<file path="config.mk">
export PLATFORM = sky130hd
export DESIGN_NAME = cacheline_adapter
export DESIGN_NICKNAME = d
export VERILOG_FILES = /design/src/rtl/cacheline_adapter.sv
export SDC_FILE = /design/constraint.sdc
export NUM_CORES = 1
export LEC_CHECK = 0
export CAP_MARGIN = 20
export CORE_AREA = 2 2 291 293
export CTS_CLUSTER_DIAMETER = 150
export DETAILED_ROUTE_END_ITERATION = 7
export DIE_AREA = 0 0 293 295
export PLACE_DENSITY = 0.59
export SLEW_MARGIN = 20
export SYNTH_ARGS = -nofsm -noshare
export SYNTH_HDL_FRONTEND = slang
export SYNTH_SLANG_ARGS = --single-unit
</file>
<file path="constraint.sdc">
create_clock -name clk -period 2.7 [get_ports clk]
set_input_delay 0.54 -clock clk [delete_from_list [all_inputs] [get_ports clk]]
set_output_delay 0.54 -clock clk [all_outputs]
set_load 0.05 [all_outputs]
</file>
<file path="src/rtl/cacheline_adapter.sv">
// cacheline_adapter: bridges the dcache 256-bit line port to 64-bit, 4-beat
// memory bursts. One refill or writeback is in flight at a time.
module cacheline_adapter #(
  parameter int LINE_W = 256,
  parameter int BEAT_W = 64
) (
  input  logic              clk,
  input  logic              rst,
  input  logic [31:0]       dfp_addr,
  input  logic              dfp_read,
  input  logic              dfp_write,
  input  logic [LINE_W-1:0] dfp_wdata,
  output logic [LINE_W-1:0] dfp_rdata,
  output logic              dfp_resp,
  output logic [31:0]       bmem_addr,
  output logic              bmem_read,
  output logic              bmem_write,
  output logic [BEAT_W-1:0] bmem_wdata,
  input  logic              bmem_ready,
  input  logic [31:0]       bmem_raddr,
  input  logic [BEAT_W-1:0] bmem_rdata,
  input  logic              bmem_rvalid
);

  localparam int BEATS = LINE_W / BEAT_W;
  localparam int CNT_W = $clog2(BEATS);
  localparam logic [CNT_W-1:0] LAST_BEAT = CNT_W'(BEATS - 1);

  typedef enum logic [2:0] {
    S_IDLE     = 3'd0,
    S_RD_REQ   = 3'd1,
    S_RD_WAIT  = 3'd2,
    S_WR_BURST = 3'd3,
    S_RESP     = 3'd4
  } state_t;

  state_t             r_state;
  logic [CNT_W-1:0]   r_cnt;
  logic [31:0]        r_addr;
  logic [LINE_W-1:0]  r_wline;
  logic [LINE_W-1:0]  r_line;
  logic               r_bmem_read;
  logic               r_bmem_write;
  logic [BEAT_W-1:0]  r_bmem_wdata;
  logic               r_dfp_resp;

  logic [CNT_W-1:0]   w_cnt_nxt;
  logic [BEAT_W-1:0]  w_next_beat;
  logic               w_beat_hit;
  logic [31:0]        w_line_addr;

  // The low five address bits select a byte inside the line and are masked off.
  assign w_line_addr = dfp_addr & 32'hFFFF_FFE0;
  assign w_cnt_nxt   = r_cnt + CNT_W'(1);
  assign w_next_beat = r_wline[w_cnt_nxt*BEAT_W +: BEAT_W];
  assign w_beat_hit  = bmem_rvalid && (bmem_raddr == r_addr);

  assign dfp_rdata  = r_line;
  assign dfp_resp   = r_dfp_resp;
  assign bmem_addr  = r_addr;
  assign bmem_read  = r_bmem_read;
  assign bmem_write = r_bmem_write;
  assign bmem_wdata = r_bmem_wdata;

  // Burst sequencing FSM with all bus and response outputs registered.
  always_ff @(posedge clk) begin
    if (!rst) begin
      r_state      <= S_IDLE;
      r_cnt        <= '0;
      r_addr       <= 32'h0000_0000;
      r_wline      <= '0;
      r_line       <= '0;
      r_bmem_read  <= 1'b0;
      r_bmem_write <= 1'b0;
      r_bmem_wdata <= '0;
      r_dfp_resp   <= 1'b0;
    end else begin
      r_dfp_resp <= 1'b0;
      case (r_state)
        S_IDLE: begin
          r_cnt <= '0;
          if (dfp_write) begin
            // Writeback wins over a simultaneous refill; the refill is picked up
            // afterwards because dcache keeps dfp_read asserted.
            r_state      <= S_WR_BURST;
            r_addr       <= w_line_addr;
            r_wline      <= dfp_wdata;
            r_bmem_wdata <= dfp_wdata[BEAT_W-1:0];
            r_bmem_write <= 1'b1;
          end else if (dfp_read) begin
            r_state     <= S_RD_REQ;
            r_addr      <= w_line_addr;
            r_bmem_read <= 1'b1;
          end else begin
            r_state <= S_IDLE;
          end
        end
        S_RD_REQ: begin
          if (bmem_ready) begin
            r_bmem_read <= 1'b0;
            r_state     <= S_RD_WAIT;
          end else begin
            r_bmem_read <= 1'b1;
          end
        end
        S_RD_WAIT: begin
          if (w_beat_hit) begin
            r_line[r_cnt*BEAT_W +: BEAT_W] <= bmem_rdata;
            if (r_cnt == LAST_BEAT) begin
              r_cnt      <= '0;
              r_state    <= S_RESP;
              r_dfp_resp <= 1'b1;
            end else begin
              r_cnt <= w_cnt_nxt;
            end
          end else begin
            r_cnt <= r_cnt;
          end
        end
        S_WR_BURST: begin
          // Only beat 0 waits for ready; later beats stream back-to-back.
          if ((r_cnt != '0) || bmem_ready) begin
            if (r_cnt == LAST_BEAT) begin
              r_cnt        <= '0;
              r_bmem_write <= 1'b0;
              r_bmem_wdata <= '0;
              r_state      <= S_RESP;
              r_dfp_resp   <= 1'b1;
            end else begin
              r_cnt        <= w_cnt_nxt;
              r_bmem_wdata <= w_next_beat;
            end
          end else begin
            r_bmem_write <= 1'b1;
          end
        end
        S_RESP: begin
          r_cnt   <= '0;
          r_state <= S_IDLE;
        end
        default: begin
          r_cnt        <= '0;
          r_bmem_read  <= 1'b0;
          r_bmem_write <= 1'b0;
          r_state      <= S_IDLE;
        end
      endcase
    end
  end

endmodule

</file>
### After elaboration in Yosys (flattened, before gate mapping)

Cells that the tools add are included.

* bits of input ports: 390
* register bits: 616

* add/subtract/negate cells: 2
* reduce and logical (&&, ||, !) cells: 16
* multiplexer cells: 30
* bitwise gates (word level): 3
* equality and inequality tests: 13
* shift-type cells: 3

Operator list (count)
* $bwmux W256: 1
* $shift A64 B34 Y256 const A: 1
* $shiftx A256 B9 Y64: 1
* $shiftx A64 B34 Y256: 1
* $mux W64: 3
* $pmux W64 S2: 1
* $mux W32: 2
* $neg A8 Y34: 1
* $eq A32 B32 Y1: 1
* $reduce_and A3 Y1: 5
* $mux W3: 4
* $ne A2 B2 Y1 const B: 6
* $pmux W3 S4: 1
* $mux W1: 10
* $mux W2: 4
* $eq A3 B2 Y1 const B: 2
* $pmux W1 S3: 2
* $pmux W2 S3: 1
* $reduce_and A2 Y1: 3
* $reduce_bool A2 Y1: 3
* $reduce_or A3 Y1: 2
* $eq A3 B1 Y1 const B: 1
* $eq A3 B3 Y1 const B: 1
* $logic_not A3 Y1: 1
* other kinds (7): 9

### Depth between registers and ports, before layout

Gate-level depths: netlist of run 1.

* word-level depth: 5
* mapped depth: 10

### Worst setup path after synthesis of run 1

OpenSTA, ideal clock, no wires.

* path kind: reg2reg
* start: register r_cnt[0]
* end: register r_bmem_wdata[24] (netlist: bmem_wdata[24])
* stages on the path, launching flop included: 10
* setup slack: 0.334 ns
* period minus slack after synthesis: 2.366 ns
* arrival: 2.246 ns
* path through: dfxtp_1 > clkbuf_1 > inv_1 > ha_1 > clkbuf_1 > clkbuf_1 > clkbuf_1 > mux4_2 > nand2_1 > a21oi_1

* cells in the longest elaborated chain, start to end: 5

Ends and longest elaborated chain
* from (decl): RTL line 38 `logic [CNT_W-1:0] r_cnt;`
* from (signal assigned): RTL line 114 `r_cnt <= w_cnt_nxt;`
* from (signal assigned): RTL line 117 `r_cnt <= r_cnt;`
* from (signal assigned): RTL line 130 `r_cnt <= w_cnt_nxt;`
* $add A2 B1 Y2: RTL line 54 `assign w_cnt_nxt = r_cnt + CNT_W'(1);`
* $shiftx A256 B9 Y64: RTL line 55 `assign w_next_beat = r_wline[w_cnt_nxt*BEAT_W +: BEAT_W];`
* $mux W64: RTL line 123 `if (r_cnt == LAST_BEAT) begin`
* $mux W64: RTL line 122 `if ((r_cnt != '0) || bmem_ready) begin`
* $pmux W64 S2: RTL line 79 `case (r_state)`
* to (signal assigned): RTL line 88 `r_bmem_wdata <= dfp_wdata[BEAT_W-1:0];`
* to (signal assigned): RTL line 131 `r_bmem_wdata <= w_next_beat;`
* to (decl): RTL line 44 `logic [BEAT_W-1:0] r_bmem_wdata;`

Several ways; a longest one is shown, not always the timed one. The select of a mux whose other input is x is not followed.
A chain may end at the register's enable or synchronous reset.

### Worst setup path in the final report of run 1

* start: register r_line[61] (netlist: dfp_rdata[61])
* end: output dfp_rdata[61]

RTL lines
* from (decl): RTL line 41 `logic [LINE_W-1:0] r_line;`
* from (signal, indexed assignment): RTL line 108 `r_line[r_cnt*BEAT_W +: BEAT_W] <= bmem_rdata;`
* to (decl): RTL line 13 `output logic [LINE_W-1:0] dfp_rdata,`

No word-level cell between the ends.

==> results.txt, run 1 <==
- The run finished with clean final reports.
* Detailed router's first-iteration violation count: 1832
- In this run, synthesis produced a sequential element count of 611.
- Buffers plus inverters on the worst setup path: 1
- H-tree lvl count: 3
* Min setup slack post-route: 128 ps
* Pin slew with the least headroom to its limit: 722 ps
* Post-route minimum period: 2570 ps
- Number of violations of the max-capacitance limit: 0
- After floorplanning, the core was sized to cover 83200 sq um.
- Maximum number of pins on one net before global-route repair: 149
- Placed inst area: 35500 sq um
- Detailed-route DRC error count: 0
* Total overflow reported by the global router: 0
- Standard-cell row count: 106
- Predominant post-synthesis flop cell: dfxtp_1
- The later pin in the worst-skew pair is clocked with a latency of 610 ps.
* Total number of vias: 24877
- At the worst endpoint, the arrival time is 2030 ps.
* Post-layout power: 24.4 mW
- For this run, the slowest stage of the critical path takes 900 ps.
- Number of placed instances, taps included: 4631
* Type of the setup path with the least slack: reg -> out
- Sequential area share after synthesis: 46.5%
- Die area: 86400 sq um
* RD Place Congestion: 0.840
- Number of input and output port buffers inserted: 734
* Yosys top cell by area: dfxtp_1
- Worst setup timing slack at the placement stage: -210 ps
* Height of the die: 295 um
* Cells along the critical path: clkdlybuf4s50_1
- Clock-pin slew was measured on the worst setup and hold paths at 60 ps.
- Post-Syn Area: 26300 sq um
- Worst-case headroom to the max-slew limit: 51.7%
- Summed over all nets, the half-perimeter wirelength after detailed placement is 70600 um.
- In the final design database the tool counted 4020 nets.
- IO Count: 745
* Largest clock skew in the final design: 26.5 ps
- Unrepaired setup endpoints after global routing: false
- EDFF count, synth: 0
- After detailed routing, the average wire length per cell comes to 21.6 um.
- CP Capture Type: output port
- Initial antenna violation count: 13
* Final hold violation count: 0
* Signed area change from the synthesized netlist to the final layout: 44.0%
- Total Routed Length: 103000 um
- Leakage dissipation: 12.9 nW
* Maximum resistive drop on vdd: 0.000427 V
* Ratio of cells with drive above 1 in the final layout: 9.49%
- By area the synthesized netlist is led by dfxtp_1 (46%), nand2_1 (9.1%), a21boi_0 (8.2%).
- Global routing used 22.8% of the available tracks.
- Using the TritonRoute via totals, the vias-per-cell ratio works out to 5.22.
- Required time worst endpoint: 2160 ps
* Starting density of the core: 31.6%
* Power Dens Cells: 646 nW/um^2
- Hold crit path type: in -> reg
* Highest achievable clock rate: 389 MHz
* Remaining antenna violation count after routing: 0
- Critical path fanouts, max: 3
- Clock tree root driver cell: clkbuf_16
- Wire length of the first global-routing pass: 153000 um
* Non-filler cells in the finished layout: 4770
- Cells after Synth: 2983
- Among cell families on the critical path, the largest total delay comes from buffers and inverters.
* Non-Filler Cell Area, Final: 37900 sq um
- The die is 293 um wide.
- Cts hold-fix bufs: 0
- The first detailed-routing pass took 8 iterations.
- Crit share post-route: 95.3%
- TritonCTS built the clock tree.
- Averaged over all synthesized cells, the footprint is 8.82 sq um.
- In this run the deepest clock path goes through 3 buffers.
- Most numerous cell types in the synthesized netlist: nand2_1 (637), dfxtp_1 (611), o21ai_0 (357)
- Of all flip-flops after synthesis, the portion carrying an async set or reset was 0%.
- Accumulated negative setup slack: 0 ps
- Vias in the first global route: 24216
* Cell with the most instances after synthesis: nand2_1
- STA classifies the critical path startpoint as a flop.
- Final setup violation count: 0
- Number of cells upsized or downsized after cts: 0
* Number of synthesis warnings: 0
- Crit-path slowest cell: clkdlybuf4s50_1
* Pins over their slew limit: 0
- The top cell type by area accounts for 46.5% of the synthesized area.
- Post CTS Setup Buffer Count: 0
- Number of different library cells in the post-synthesis netlist: 45
- CTS saw 611 sinks.
- Buffers inserted during clock tree synthesis total 72.
==> per-layer routing <==
metal | global-route usage, % | vias to the layer above | part of all wire, %
met1 | 28.6 | 11981 | 41
li1 | - | 11880 | -
met4 | 11.5 | 0 | 5.0
met2 | 37.6 | 824 | 48
met3 | 4.16 | 192 | 6.0
met5 | 0 | - | 0
==> registers in the layout, summed over array words and instances (netlist names) <==
| name | cells |
|---|---|
| r_cnt | 2 |
| r_state | 3 |
| r_wline | 256 |
| dfp_rdata | 256 |
| bmem_wdata | 64 |
| dfp_resp | 1 |
| bmem_addr | 27 |
| bmem_write | 1 |
| bmem_read | 1 |
==> where the power goes <==
group	internal (mW)	leakage, nW	switching, mW
Sequential	9.60	4.97	0.333
Combinational	1.91	6.74	2.83
Clock	5.79	1.17	3.98
==> per-stage QoR <==
| step | utilization, % | hold slack, ps |
|---|---|---|
| after global routing | 45.5 | 366 |
| after global placement | 42.6 | 447 |
| after CTS | 45.5 | 357 |
| final | 45.5 | 393 |
| after floorplan | - | 440 |
| after detailed placement | 42.6 | 453 |
==> layout make-up <==
class,count,area [sq um]
Antenna cell,13,32.5
Clock buffer,109,2180
Clock inverter,17,194
Fill cell,8025,45300
Inverter,3,11.3
Multi-Input combinational cell,2058,12700
Sequential cell,611,12200
Tap cell,1080,1350
Timing Repair Buffer,879,9140
==> final timing paths <==
kind / cells after the start / from / endpoint / slack (ps)
max: 1 / dfp_rdata[61] / dfp_rdata[61] / 130
min: 2 / rst / r_wline[67] / 390
max reg2reg: 6 / bmem_addr[25] / dfp_rdata[118] / 410
min reg2reg: 2 / r_wline[142] / r_wline[142] / 460
==> cells by family (layout without fill, tap and decap cells) <==
group,Yosys count,count (layout),synth area share [%]
AOI/OAI and AO/OA,1009,1009,24.4
and+or+nand+nor,948,948,17.0
DFF,611,611,46.5
buffers and inverters,318,1008,5.47
muxes,64,64,5.48
xor gates and xnor gates,27,27,0.927
adders and majority gates,5,5,0.238
other,1,18,0.0143
==> cells in the final DEF, fill, tap and decap left out, types with 3 or more instances in the layout <==
cell type        count
clkdlybuf4s50_1    733
nand2_1            635
dfxtp_1            610
o21ai_0            357
a21boi_0           289
nand4_1            262
a21boi_1           251
buf_4               89
clkbuf_16           74
a21oi_1             73
mux4_2              64
buf_12              56
o21ai_1             30
clkbuf_8            20
xor2_1              15
clkbuf_1            15
diode_2             13
xnor2_1             11
clkinv_2             8
nand3_1              5
conb_1               5
nor4_1               4
or4_2                4
nor4_4               4
nor2b_1              4
ha_1                 4
inv_1                3
nand2b_1             3
clkinv_8             3
No activity file was read; power rests on OpenSTA's default activity.
==> inputs of run 2 (changes only) <==
--- a/config.mk
+++ b/config.mk
@@ -6,10 +6,10 @@
 export NUM_CORES = 1
 export LEC_CHECK = 0
 export CAP_MARGIN = 20
-export CORE_AREA = 2 2 291 293
-export CTS_CLUSTER_DIAMETER = 150
+export CORE_AREA = 2 2 292 294
+export CTS_CLUSTER_DIAMETER = 60
 export DETAILED_ROUTE_END_ITERATION = 7
-export DIE_AREA = 0 0 293 295
+export DIE_AREA = 0 0 294 296
 export PLACE_DENSITY = 0.59
 export SLEW_MARGIN = 20
 export SYNTH_ARGS = -nofsm -noshare
==> results.txt, run 2 (synthesis gave the netlist of run 1 again) <==
* Outcome: complete, no violations
- Startpoint type of the worst setup path: flop
- Cts hold-fix bufs: 0
- Accumulated negative setup slack: 0 ps
* Total Routed Length: 102000 um
- Vias in the first global route: 24131
- Maximum resistive drop on vdd: 0.000622 V
* Crit-path slowest cell: clkdlybuf4s50_1
- RD Place Congestion: 0.857
* Worst-case headroom to the max-slew limit: 53.6%
* Detailed placement HPWL: 70000 um
- Post-route minimum period: 2440 ps
- Walking the worst path, the cells encountered are clkdlybuf4s50_1.
- Once layout is complete, the cells apart from fillers number 4784.
- Unrepaired setup endpoints after global routing: false
- 1st-pass router iterations: 6
* Critical path fanouts, max: 3
* Max stage delay on crit path: 850 ps
- After clock tree synthesis, the clock-pin slew on the worst setup and hold paths is 60 ps.
- The number of antenna violations at the first check in global routing came to 13.
* Number of violations of the max-capacitance limit: 0
- Number of input and output port buffers inserted: 734
- In the routed design, unresolved DRC markers number 0.
- At the end of the flow, the number of nets in the layout was 4018.
- Routing layer with the top usage in global route: met2
- Clk_lat worst skew: 610 ps
- Between clock sinks in the finished design, the worst skew comes to 25.6 ps.
* Pins over their slew limit: 0
- Hold Crit Start: rst
* Final hold violation count: 0
- H-tree lvl count: 3
* Slack of the worst reg-to-reg path: 370 ps
* Total overflow reported by the global router: 0
- Counting both buffers and inverters, the worst setup path holds a total of 1.
* Number of cells upsized or downsized after cts: 0
- Clock tree root driver cell: clkbuf_16
* IO Count: 745
- Highest achievable clock rate: 410 MHz
* Core region area: 84200 sq um
- In this run, CTS created clock tree buffers numbering 74.
- Using the TritonRoute via totals, the vias-per-cell ratio works out to 5.20.
* CTS tree: done
* Worst hold slack: 451 ps
* TritonCTS Sinks: 611
* Type of the setup path with the least slack: reg -> out
- Leading cell type in the layout, fill and taps excluded: clkdlybuf4s50_1
- Met1 global-route usage: 28.0%
- R2r worst-path depth: 6
- Along the worst hold path, the cell count comes to 3.
- Post-Route Utilization: 45.2%
- Worst Hold Path EP: bmem_wdata[58]
* Die span in x: 294 um
* Required time worst endpoint: 2160 ps
- Number of placed instances, taps included: 4637
* Height of the die: 296 um
- The worst register-to-register path begins at bmem_addr[28].
- Die area: 87000 sq um
* Detailed router's first-iteration violation count: 1465
- Crit share post-route: 90.2%
- Wire length of the first global-routing pass: 151000 um
* Average detailed-routed wire length per instance: 21.3 um
- The endpoint identified for the worst register-to-register timing path is dfp_rdata[239].
* CP Capture Type: output port
- Power Dens Cells: 659 nW/um^2
* Starting density of the core: 31.2%
- Standard-cell row count: 107
* Worst EP arrival: 1900 ps
- Kind of cell with the highest combined delay on the critical path: buffers and inverters
- Post CTS Setup Buffer Count: 0
* Global-route total usage across every layer: 22.4%
* Post-layout power: 25.0 mW
* Most used cells in the layout excluding fill and tap cells: clkdlybuf4s50_1 (733), nand2_1 (635), dfxtp_1 (610), o21ai_0 (357), a21boi_0 (289)
* Leakage dissipation: 12.9 nW
* Pin slew with the least headroom to its limit: 693 ps
- The worst hold path belongs to the class in -> reg.
- In the global route stage, met3 resource usage came out at 4.12%.
* Maximum number of buffers from clock root to sink: 3
* Total number of vias: 24861
- Met2 global-route usage: 37.4%
- Signed area change from the synthesized netlist to the final layout: 44.6%
* Remaining antenna violation count after routing: 0
* Ratio of cells with drive above 1 in the final layout: 9.51%
* Final setup violation count: 0
- Entering global routing, the biggest net connects 98 pins.
run 2: how the worst max path moves through the flow:
stage	start	endpoint	slack [ps]	depth (start not counted)
2_1_floorplan	r_cnt[0]	bmem_wdata[24]	330	9
3_3_place_gp	bmem_raddr[28]	dfp_rdata[239]	-250	7
3_5_place_dp	bmem_raddr[28]	dfp_rdata[239]	-300	7
4_1_cts	dfp_rdata[255]	dfp_rdata[255]	190	1
5_1_grt	dfp_rdata[255]	dfp_rdata[255]	190	1
6_report	bmem_addr[30]	bmem_addr[30]	260	1
run 2: cell type report:
| type | instances | area [sq um] |
|---|---|---|
| Fill cell | 8154 | 46200 |
| Multi-Input combinational cell | 2058 | 12700 |
| Sequential cell | 611 | 12200 |
| Timing Repair Buffer | 875 | 9120 |
| Clock buffer | 107 | 2130 |
| Tap cell | 1090 | 1360 |
| Clock inverter | 28 | 417 |
| Antenna cell | 12 | 30.0 |
| Inverter | 3 | 11.3 |
run 2: power by group:
part,internal (mW),leakage [nW],switching [mW],total (mW)
Clock,6.22,1.24,4.13,10.4
Sequential,9.60,4.97,0.347,9.94
Combinational,1.93,6.72,2.82,4.75
Total,17.7,12.9,7.30,25.0
run 2: metrics by stage:
step                setup WS, ps  area, sq um
floorplan                    334        26300
global placement            -248        35500
detailed placement          -297        35500
CTS                          190        38000
global route                 187        38000
finish                       263        38000
run 2: routing by layer:
layer  part of all wire, %  vias up  wire length (um)
li1                      -    11863                 -
met1                    41    11995             42300
met2                    49      818             49700
met3                   5.7      185              5820
met4                   4.1        0              4180
met5                     0        -                 0
==> inputs of run 3 (changes only) <==
--- a/config.mk
+++ b/config.mk
@@ -11,7 +11,7 @@
 export DETAILED_ROUTE_END_ITERATION = 7
 export DIE_AREA = 0 0 294 296
 export PLACE_DENSITY = 0.59
-export SLEW_MARGIN = 20
+export SLEW_MARGIN = 15
 export SYNTH_ARGS = -nofsm -noshare
 export SYNTH_HDL_FRONTEND = slang
 export SYNTH_SLANG_ARGS = --single-unit
==> results of run 3 <==
Final layout, timing and power as in run 2 (identical DEF).
